--- config.mk ---
export PLATFORM = sky130hd
export DESIGN_NAME = inst_sequencer
export DESIGN_NICKNAME = d
export VERILOG_FILES = /design/src/rtl/inst_sequencer.sv
export SDC_FILE = /design/constraint.sdc
export NUM_CORES = 1
export LEC_CHECK = 0
export ABC_AREA = 1
export BUFFER_PORTS_ARGS = -buffer_cell sky130_fd_sc_hd__buf_2
export CORE_ASPECT_RATIO = 1.5
export CORE_UTILIZATION = 51
export DETAILED_ROUTE_END_ITERATION = 7
export PLACE_DENSITY = 0.85
export SYNTH_ARGS = -nofsm -noshare
export SYNTH_HDL_FRONTEND = slang
export SYNTH_SLANG_ARGS = --single-unit
--- constraint.sdc ---
create_clock -name clk -period 1.74 [get_ports clk]
set_input_delay 0.174 -clock clk [delete_from_list [all_inputs] [get_ports clk]]
set_output_delay 0.174 -clock clk [all_outputs]
set_load 0.1 [all_outputs]
--- src/rtl/inst_sequencer.sv ---
// rtl/inst_sequencer.sv - walks loaded instruction memory and issues repeat-expanded beats to the core array
module inst_sequencer #(
    parameter int INST_BW   = 17,
    parameter int DEPTH_LOG = 4,
    parameter int MEM_AW    = 6
) (
    input  logic                 clk,
    input  logic                 reset,
    input  logic                 start_ex,
    input  logic [DEPTH_LOG:0]   inst_count,
    input  logic [MEM_AW-1:0]    mem_base,
    output logic                 rd_en,
    output logic [DEPTH_LOG-1:0] rd_addr,
    input  logic [INST_BW-1:0]   rd_data,
    output logic [INST_BW-1:0]   inst_out,
    output logic                 inst_valid,
    input  logic                 core_ready,
    output logic [MEM_AW-1:0]    mem_addr,
    output logic                 busy,
    output logic                 done
);

    localparam int HALT_BIT = INST_BW - 1;
    localparam int REP_HI   = INST_BW - 2;

    typedef enum logic [2:0] {
        S_IDLE,
        S_FETCH,
        S_CAPTURE,
        S_ISSUE,
        S_DONE
    } state_t;

    state_t               state;
    state_t               state_nxt;
    logic [DEPTH_LOG-1:0] pc;
    logic [DEPTH_LOG:0]   count_q;
    logic [3:0]           rep_cnt;
    logic                 beat;
    logic                 last_inst;

    assign beat      = (state == S_ISSUE) && core_ready;
    // Compare one bit wider so a full 16-entry buffer terminates while pc itself wraps to 0.
    assign last_inst = (({1'b0, pc} + {{DEPTH_LOG{1'b0}}, 1'b1}) == count_q);

    always_ff @(posedge clk or negedge reset) begin
        if (!reset) begin
            state <= S_IDLE;
        end else begin
            state <= state_nxt;
        end
    end

    always_comb begin
        state_nxt = state;
        case (state)
            S_IDLE: begin
                if (start_ex) begin
                    state_nxt = (inst_count == '0) ? S_DONE : S_FETCH;
                end
            end
            S_FETCH:   state_nxt = S_CAPTURE;
            S_CAPTURE: state_nxt = rd_data[HALT_BIT] ? S_DONE : S_ISSUE;
            S_ISSUE: begin
                if (beat && (rep_cnt == 4'd0)) begin
                    state_nxt = last_inst ? S_DONE : S_FETCH;
                end
            end
            S_DONE:    state_nxt = S_IDLE;
            default:   state_nxt = S_IDLE;
        endcase
    end

    always_comb begin
        rd_en      = (state == S_FETCH);
        rd_addr    = pc;
        inst_valid = (state == S_ISSUE);
        busy       = (state == S_FETCH) || (state == S_CAPTURE) || (state == S_ISSUE);
        done       = (state == S_DONE);
    end

    always_ff @(posedge clk or negedge reset) begin
        if (!reset) begin
            pc       <= '0;
            count_q  <= '0;
            rep_cnt  <= '0;
            inst_out <= '0;
            mem_addr <= '0;
        end else begin
            case (state)
                S_IDLE: begin
                    if (start_ex) begin
                        count_q  <= inst_count;
                        mem_addr <= mem_base;
                        pc       <= '0;
                    end
                end
                S_CAPTURE: begin
                    inst_out <= rd_data;
                    rep_cnt  <= rd_data[REP_HI -: 4];
                end
                S_ISSUE: begin
                    if (beat) begin
                        mem_addr <= mem_addr + {{(MEM_AW-1){1'b0}}, 1'b1};
                        if (rep_cnt != 4'd0) begin
                            rep_cnt <= rep_cnt - 4'd1;
                        end else begin
                            pc <= pc + {{(DEPTH_LOG-1){1'b0}}, 1'b1};
                        end
                    end
                end
                default: begin
                end
            endcase
        end
    end

endmodule

After elaboration in Yosys (flattened, before gate mapping) --
Cells that the tools add are included.
Word-level totals: flip-flop bits (word level) 39, bits of input ports 32, output and inout bits 31, word-level logic and storage cells 51
Cells by class: $add $sub $neg 4, eq/ne operators 10, multiplexer cells 16, reductions and logical operators 15
Operators by type and width (count):
- $mux W4 | 5
- $pmux W4 S2 | 2
- $mux W3 | 5
- $mux W6 | 2
- $pmux W3 S4 | 1
- $pmux W6 S2 | 1
- $add A6 B1 Y6 const B | 1
- $eq A3 B2 Y1 const B | 2
- $ne A2 B1 Y1 const B | 3
- $reduce_and A3 Y1 | 2
- $add A4 B1 Y5 const B | 1
- $eq A5 B5 Y1 | 1
- $logic_not A5 Y1 | 1
- $add A4 B1 Y4 const B | 1
- $logic_not A4 Y1 | 1
- $ne A2 B2 Y1 const B | 2
- $reduce_and A2 Y1 | 2
- $reduce_and A4 Y1 | 1
- $reduce_bool A2 Y1 | 2
- $reduce_bool A4 Y1 | 1
- $sub A4 B1 Y4 const B | 1
- $eq A3 B1 Y1 const B | 1
- $eq A3 B3 Y1 const B | 1
- $logic_not A3 Y1 | 1
- other kinds (2) | 4

Longest topological paths before layout --
depth after elaboration 5, depth in mapped cells 12, mapped depth without buffers 12

Worst setup path after synthesis --
No wires, ideal clock.
path kind register to register, from register state[2], to register state[1], library setup time 75 ps, arrival 2824 ps, required time 1665 ps, slack -1158 ps, stages on the path, launching flop included 4, path buffers 0, period minus slack after synthesis 2898 ps, cells stage by stage dfrtp_1 > nor3_1 > nor2_1 > nand2_1
Between the ends: elaborated cells on any way between the ends 10, those cells by class eq/ne: 5; mux: 1; reduce/logical: 4
RTL lines:
- start: declaration | line 34 | state_t state;
- start signal: assignment | line 50 | state <= state_nxt;
- $eq A3 B1 Y1
- net rd_en | line 12 | output logic rd_en,
- $pmux W3 S4 | line 56 | case (state)
The timed path passes the listed nets, and every way through them passes these cells. A chain may end at the register's enable or synchronous reset.

Worst setup path in the final report --
from register state[2], to output inst_valid
Between the ends: word-level cells in the longest chain between the ends 1
RTL lines:
- $eq A3 B2 Y1 | line 77 | inst_valid = (state == S_ISSUE);
- end: declaration | line 16 | output logic inst_valid,
Every way passes these cells.

==> run_results.csv <==
group,metric,value,unit
outcome,status,"finished, final reports clean",
logic_synthesis,yosys_warnings,0,
final_layout,fin_util,0.673,
run,drv_cap,0,
logic_synthesis,synth.cells.most_frequent,"nand2_1, dfrtp_1, inv_1",
sta,finalSetupViolCount,0,
floorplanning,die_x,53.2,um
setup_path,critPathLaunchType,"register",
global_route,grt_start_max_net_pins,25,
sta,tns,0,ns
clocking,numCtsBuffers,5,
global_route,track_usage,0.228,
sta,period_minus_slack,1.65,ns
route,routedWlPerCell,11.9,um
logic_synthesis,ys_ff_latch,39,
global_route,overflow,0,
sta,clock_skew,0.00924,ns
setup_path,crit_type,"register to primary output",
route,drc,0,
sta,rsz0062_at_grt,"no",
sta,maxSlewHeadroom,0.674,
setup_path,critPathBufInv,2,
floorplanning,floorplan.die.height,78.8,um
final_layout,num-nets-final,358,
logic_synthesis,yosysSeqAreaShare,0.486,
setup_path,arrival,1.47,ns
logic_synthesis,synth_area,2010,um^2
setup_path,slowest_delay,0.47,ns
setup_path,crit_path_cell_trace,"nor2_4 -> nand2_2 -> inv_4 -> buf_12",
logic_synthesis,synth_top_area_share,0.486,
clocking,tritoncts,"built",
floorplanning,die_area,4200,um^2
clocking,clk_latency,0.29,ns
placed_design,gp_congestion,0.833,
floorplanning,ioPinCount,63,
final_layout,areaGrowthSynthToFinish,24.6,%
logic_synthesis,syn_inst,255,
floorplanning,start_util,0.540,
route,vias,1851,
setup_path,worstPathRequired,1.57,ns
sta,max_freq,0.606,GHz
logic_synthesis,netlist_top_cells_area,"dfrtp_1, nand2_1, inv_1",
final_layout,layout-drive-gt1-share,0.318,
setup_path,end_kind,"primary output",
sta,fin_crit_sh,0.948,
route,drt_pass1_iterations,5,
global_route,grt_pass1_wl,7080,um
logic_synthesis,async_reset_ff_frac,1.00,
clocking,root_buffer,"clkbuf_8",
logic_synthesis,synth_edf_count,0,
placed_design,io_buffers,62,
floorplanning,rows,27,
logic_synthesis,yosysMostFrequentCell,"nand2_1",
logic_synthesis,synth_nets,290,
setup_path,cp_max_fo,18,
clocking,cts_num_sinks,39,
logic_synthesis,synth_ff_type,"dfrtp_1",
sta,tightest_slew,0.493,ns
clocking,clockBufferDepth,2,
setup_path,cp_slowest_cell,"dfrtp_2",
clocking,clkSlewWorstSetupHoldPaths,0.07,ns
logic_synthesis,ys_types,28,
global_route,grt_pass1_vias,1709,
placed_design,dpl.hpwl,3410,um
final_layout,diodes,0,
route,first_iter_violations,43,
logic_synthesis,synth.largest_area_cell,"dfrtp_1",
floorplanning,design.core.area,3720,um^2
sta,hold_violations,0,
setup_path,critPathTopFamily,"flip-flops",
sta,slew_viol_final,0,
route,antenna_left,0,
clocking,htree_levels,2,
route,routed_wl,4370,um
route,vias_per_cell,5.04,
hold_path,hp-class,"primary input to register",
logic_synthesis,syn_avg_cell_area,7.87,um^2
global_route,antenna_found_initial,0,
[registers in the layout, summed over array words and instances, names as in the netlist]
register,count
rd_addr,4
count_q,5
state,3
mem_addr,6
rep_cnt,4
inst_out,17
[cell type report]
cell class              instances  area (um^2)
inverters                      31          121
multi-input cells             178          873
repair buffers                 68          373
clock buffers                   7         86.3
well taps                      43         53.8
fillers                       339         1210
clock inverters                 1         5.00
flip-flops and latches         39          988
[cell usage in the layout (no fill, tap or decap), types with 3 or more instances in the layout]
| cell type | instances |
|---|---|
| nand2_1 | 89 |
| nand4_1 | 3 |
| nor2_4 | 3 |
| dfrtp_2 | 7 |
| o21ai_2 | 3 |
| nor2_1 | 16 |
| ha_1 | 3 |
| inv_1 | 26 |
| o21ai_1 | 6 |
| a21oi_1 | 7 |
| xor2_1 | 3 |
| o21ai_0 | 14 |
| inv_2 | 3 |
| clkbuf_8 | 6 |
| nand3_1 | 15 |
| dfrtp_1 | 31 |
| buf_4 | 5 |
| buf_2 | 61 |
[logic make-up (layout without fill, tap and decap cells)]
family | count (synthesis) | count (layout) | synth area share
xor+xnor | 3 | 3 | 0.0131
compound gates | 36 | 36 | 0.107
simple gates | 136 | 136 | 0.291
flops | 39 | 39 | 0.486
fa+ha+maj | 3 | 3 | 0.0187
buf+inv | 38 | 107 | 0.0848
[worst reg2reg max path, cell delays in order, from the launching register on]
cell     delay [ns]
dfrtp_4        0.52
ha_1           0.32
inv_1          0.08
nand2_1        0.05
nand2_1        0.05
nand3_1        0.07
nor2_1         0.14
nand2_1        0.07
nand2_1        0.05
nand2_1        0.04
nand2_1        0.05
nand2_1        0.05
[timing repair]
action / CTS / global route
hold buffers: 1 / 0
endpoints found under the hold margin: 15 / 0
buffers inserted: 0 / 0
gates resized for setup: 2 / 0
endpoints found under the setup margin: 1 / 0
[metrics by stage]
step	hold slack (ns)	setup WS (ns)	instances	instance area, um^2
floorplan	-0.122	-0.230	255	2030
global placement	0.104	0.200	359	2400
detailed placement	0.104	0.147	359	2400
global route	0.0753	0.00270	367	2500
finish	0.0827	0.0911	367	2500
CTS	0.0707	0.0744	367	2500
[path summary, 6_finish.rpt]
path | from | endpoint | slack [ns] | cells after the start
worst max-delay path | state[2]$_DFFE_PN0P_ | inst_valid | 0.09 | 4
worst min-delay path | rd_data[7] | inst_out[7]$_DFFE_PN0N_ | 0.08 | 3
worst max register to register | rd_addr[0]$_DFFE_PN0P_ | state[0]$_DFFE_PN0P_ | 0.13 | 11
worst min register to register | inst_out[7]$_DFFE_PN0N_ | inst_out[7]$_DFFE_PN0N_ | 0.47 | 2
max in group asynchronous | reset | state[2]$_DFFE_PN0P_ | 0.78 | 3
min in group asynchronous | reset | mem_addr[5]$_DFFE_PN0P_ | 0.31 | 2
[routing by layer]
metal	share of wire	routed length (um)	GRT usage	vias to the layer above
li1	-	-	-	939
met1	0.40	1760	0.247	836
met2	0.53	2300	0.409	68
met3	0.053	230	0.0594	8
met4	0.016	72	0.0763	0
met5	0	0	0	-
Power is not shown: default switching activity piles up to over one toggle a cycle in this logic, so the estimate is an artifact.
